### config.mk
export PLATFORM = sky130hd
export DESIGN_NAME = debounce_edge
export DESIGN_NICKNAME = d
export VERILOG_FILES = /design/src/rtl/debounce_edge.sv
export SDC_FILE = /design/constraint.sdc
export NUM_CORES = 1
export LEC_CHECK = 0
export BUFFER_PORTS_ARGS = -buffer_cell sky130_fd_sc_hd__clkbuf_2
export CORE_AREA = 2 2 39 41
export CTS_CLUSTER_DIAMETER = 30
export CTS_CLUSTER_SIZE = 10
export DETAILED_ROUTE_END_ITERATION = 10
export DIE_AREA = 0 0 41 43
export PLACE_DENSITY = 0.66
export RECOVER_POWER = 25
export SYNTH_ARGS = -nofsm -noshare
export SYNTH_HDL_FRONTEND = slang
export SYNTH_SLANG_ARGS = --single-unit
### constraint.sdc
create_clock -name clk -period 1.3 [get_ports clk]
set_input_delay 0.26 -clock clk [delete_from_list [all_inputs] [get_ports clk]]
set_output_delay 0.26 -clock clk [all_outputs]
set_load 0.005 [all_outputs]
### src/rtl/debounce_edge.sv
// ----------------------------------------------------------------------------
// debounce_edge
//
// Purpose:
//   Debounces a raw asynchronous input (switch, push button) and reports
//   the clean level together with one-cycle edge pulses. The raw input is
//   first passed through a flop synchronizer. The debounced level Q follows
//   the synchronized input only after it has disagreed with Q for
//   STABLE_COUNT consecutive enabled cycles.
//
// Parameters:
//   SYNC_STAGES  - synchronizer depth on D_in (2..4)
//   STABLE_COUNT - consecutive mismatch cycles needed to move Q (1..2^CNT_W-1)
//   CNT_W        - stability counter width
//
// Ports:
//   clk   in   rising-edge clock for all state
//   rst_n in   asynchronous active-low reset
//   D_in  in   raw asynchronous input
//   en    in   debounce enable; when low the count is dropped and Q is held
//   Q     out  registered debounced level
//   rise  out  registered one-cycle pulse when Q goes 0->1
//   fall  out  registered one-cycle pulse when Q goes 1->0
//   busy  out  registered, high while the stability counter is nonzero
// ----------------------------------------------------------------------------
module debounce_edge #(
    parameter int SYNC_STAGES  = 2,
    parameter int STABLE_COUNT = 16,
    parameter int CNT_W        = 5
) (
    input  logic clk,
    input  logic rst_n,
    input  logic D_in,
    input  logic en,
    output logic Q,
    output logic rise,
    output logic fall,
    output logic busy
);

    typedef enum logic {
        IDLE  = 1'b0,
        COUNT = 1'b1
    } state_t;

    // Value of cnt on the cycle where one more mismatch commits the new level.
    localparam logic [CNT_W-1:0] CNT_LAST = CNT_W'(STABLE_COUNT - 1);

    logic [SYNC_STAGES-1:0] sync_q;
    logic                   sync_out;

    state_t           state;
    state_t           state_nxt;
    logic [CNT_W-1:0] cnt;
    logic [CNT_W-1:0] cnt_nxt;
    logic             q_nxt;
    logic             rise_nxt;
    logic             fall_nxt;

    // The synchronizer keeps sampling regardless of en, so that when the
    // block is re-enabled it already sees the current input level.
    always_ff @(posedge clk or negedge rst_n) begin
        if (!rst_n) begin
            sync_q <= '0;
        end else begin
            sync_q <= {sync_q[SYNC_STAGES-2:0], D_in};
        end
    end

    assign sync_out = sync_q[SYNC_STAGES-1];

    // Any edge that is disabled, or that sees the synchronized input agree
    // with Q, falls through to the defaults: back to IDLE with an empty
    // count and Q unchanged. Only an enabled mismatch advances the count.
    always_comb begin
        state_nxt = IDLE;
        cnt_nxt   = '0;
        q_nxt     = Q;
        rise_nxt  = 1'b0;
        fall_nxt  = 1'b0;

        if (en && (sync_out != Q)) begin
            case (state)
                IDLE: begin
                    if (STABLE_COUNT == 1) begin
                        q_nxt    = sync_out;
                        rise_nxt = sync_out;
                        fall_nxt = ~sync_out;
                    end else begin
                        state_nxt = COUNT;
                        cnt_nxt   = CNT_W'(1);
                    end
                end
                COUNT: begin
                    if (cnt < CNT_LAST) begin
                        state_nxt = COUNT;
                        cnt_nxt   = cnt + CNT_W'(1);
                    end else begin
                        q_nxt    = sync_out;
                        rise_nxt = sync_out;
                        fall_nxt = ~sync_out;
                    end
                end
                default: begin
                    state_nxt = IDLE;
                end
            endcase
        end
    end

    // busy is derived from the next count so it lines up with cnt itself.
    always_ff @(posedge clk or negedge rst_n) begin
        if (!rst_n) begin
            state <= IDLE;
            cnt   <= '0;
            Q     <= 1'b0;
            rise  <= 1'b0;
            fall  <= 1'b0;
            busy  <= 1'b0;
        end else begin
            state <= state_nxt;
            cnt   <= cnt_nxt;
            Q     <= q_nxt;
            rise  <= rise_nxt;
            fall  <= fall_nxt;
            busy  <= (cnt_nxt != '0);
        end
    end

endmodule

==> impl_metrics.ini <==
[run_status]
status = completed

[floorplan]
die_w_um = 41
die-area_sq_um = 1760
core_area_sq_um = 1380
die_y_um = 43
io_pins = 8
core.rowCount = 14
initial_utilization_pct = 35.9

[synth]
yosys-top-cells-count = 12 x dfrtp_1, 3 x nand2_1
synthFlopType = dfrtp_1
synth_edf_count = 0
ys_ff_latch = 12
synth_cell_type_count = 21
synth_cells = 38
synth.net_count = 43
syn_avg_cell_area_sq_um = 13.1
synth_warnings = 0
synth.most_common_cell = dfrtp_1
synth_top_area_share_pct = 60.5
yosysSeqAreaShare_pct = 60.5
synthTopCellsByArea = dfrtp_1 60%, xor2_1 3.5%, mux2_4 3.0%
syn_area_sq_um = 497
async_flop_share_pct = 100
synth.largest_area_cell = dfrtp_1

[run]
maxCapViolations = 0

[pwr]
netSwitchingFraction_pct = 21.3
p_seq_share_pct = 60.4
p_total_mw = 0.644
p_per_area_nw_per_um2 = 1040
ir_worst_vdd_v = 0.000563
leakagePower_nw = 0.304
switchingPower_mw = 0.137
comb_power_share_pct = 5.8
cell_internal_pwr_mw = 0.507
p_clk_share_pct = 33.9

[worst_setup_path]
crit_start = cnt[1]
worstPathRequired_ns = 1.45
worstPathArrival_ns = 1.40
crit_type = reg -> reg
critPathLaunchType = flop
regToRegSetupSlack_ns = 0.05
r2r_start = cnt[1]
crit_fanout = 4
end_kind = flop
reg2regPathDepth = 3

[finish]
nets = 60
drive_above_1_share_pct = 32.1
fin_util_pct = 44.8
area_growth_pct = 24.7
diodes = 0

[sta]
max_freq_mhz = 798
slew_headroom_pct = 56.8
tightest_slew_ns = 0.649
holdWs_ns = 0.0977
clock_skew_ns = 0.00540
finalCriticalPeriod_ns = 1.25
setup_viol = 0
grt_setup_unrepaired = false
drv_slew = 0
finalCritPeriodShare_pct = 96.4
hold_violations = 0
fin_setup_tns_ns = 0

[min_path]
min_path_cells = 1
hp-start = D_in
hold_class = in -> reg

[clock_tree]
clkTransAtPathRegs_ns = 0.06
cts_buffers = 3
clk_latency_ns = 0.27
clockBufferDepth = 2
cts_root_buffer = clkbuf_4
clkSinkCount = 12
htreeDepth = 1
tritoncts = built

[placed_design]
gp_congestion = 0.709
port_buffers = 7
post-dp-hpwl_um = 589

[route]
first_iter_violations = 14
avgRoutedWirePerCell_um = 12.4
dr.pass1.iters = 4
vias = 348
ant_nets = 0
drc = 0
wirelength_um = 853
vias_per_cell = 5.04

[global_routing]
grt_pass1_wl_mm = 1.41
grt_max_degree = 13
grt_overflow = 0
grt_pass1_vias = 307
antenna_found_initial = 0
track_usage_pct = 12.1
cell families (layout without fill, tap and decap cells):
| kind of cell | after synthesis | after routing | synth area share, % |
|---|---|---|---|
| and+or+nand+nor | 15 | 15 | 20.4 |
| DFF | 12 | 12 | 60.5 |
| AOI/OAI and AO/OA | 6 | 6 | 9.32 |
| xor gates and xnor gates | 2 | 2 | 3.53 |
| adders and majority gates | 1 | 1 | 2.52 |
| muxes | 1 | 1 | 3.02 |
| buffers and inverters | 1 | 16 | 0.755 |
layer usage:
layer / share of wire (%) / track usage (%)
met3: 7.3 / 4.71
met5: 0 / 0
met4: 2.0 / 6.00
met1: 46 / 16.8
met2: 45 / 15.9
state kept, by name, indices dropped and copies added (netlist names):
name / count
rise: 1
cnt: 5
fall: 1
state: 1
busy: 1
sync_q: 2
Q: 1
worst max-delay path: stages, from the launching register on:
cell and delay (ns):
dfrtp_1 0.41, a41o_2 0.32, nand3_2 0.11, mux2_4 0.30
area by class of cell:
type / count / area, sq um
flip-flops and latches: 12 / 300
multi-input cells: 25 / 199
fillers: 128 / 764
repair buffers: 12 / 73.8
clock buffers: 3 / 22.5
inverters: 1 / 3.75
well taps: 16 / 20.0
repair_timing:
action                                  CTS  global route
gates resized for setup                   0             1
endpoints found under the hold margin    12             0
hold buffers                              1             0
endpoints found under the setup margin    0             5
setup buffers                             0             2
final timing paths:
check	to
min reg2reg	sync_q[1]
min	sync_q[0]
max reg2reg	Q
max in group asynchronous	sync_q[0]
max	Q
min in group asynchronous	cnt[4]
through the flow:
step | instance area [sq um] | setup slack [ns] | std cells
floorplan | 497 | 0.0997 | 38
detailed placement | 567 | 0.0401 | 63
finish | 619 | 0.0474 | 69
global placement | 567 | 0.0838 | 63
global route | 619 | 0.00202 | 69
CTS | 599 | 0.0104 | 67
layout by cell type (no fill, tap or decap):
cell / Yosys / layout
dfrtp_1: 12 / 12
clkbuf_2: 0 / 6
buf_4: 0 / 4
nand2_1: 3 / 3
clkbuf_4: 0 / 3
xor2_1: 2 / 2
and2_1: 2 / 2
o21ai_0: 2 / 2
nor3b_1: 2 / 2
a41o_2: 1 / 1
nor3b_4: 0 / 1
a31oi_1: 1 / 1
nor2b_1: 1 / 1
and3_1: 1 / 1
and4_1: 1 / 1
nor3_1: 1 / 1
nand3b_1: 1 / 1
inv_1: 1 / 1
nand4_1: 1 / 1
o2111a_1: 1 / 1
a21boi_0: 1 / 1
nand3_2: 1 / 1
mux2_4: 1 / 1
ha_1: 1 / 1
dlygate4sd3_1: 0 / 1
clkbuf_1: 0 / 1
power by group through the flow:
stage	clock network [mW]	logic (mW)	registers [mW]
finish	0.218	0.0370	0.389
global route	0.240	0.0421	0.391
CTS	0.228	0.0335	0.389
detailed placement	0	0.0310	0.396
global placement	0	0.0313	0.396
floorplan	0	0.0110	0.395
Power figures use the tool's default switching activity.
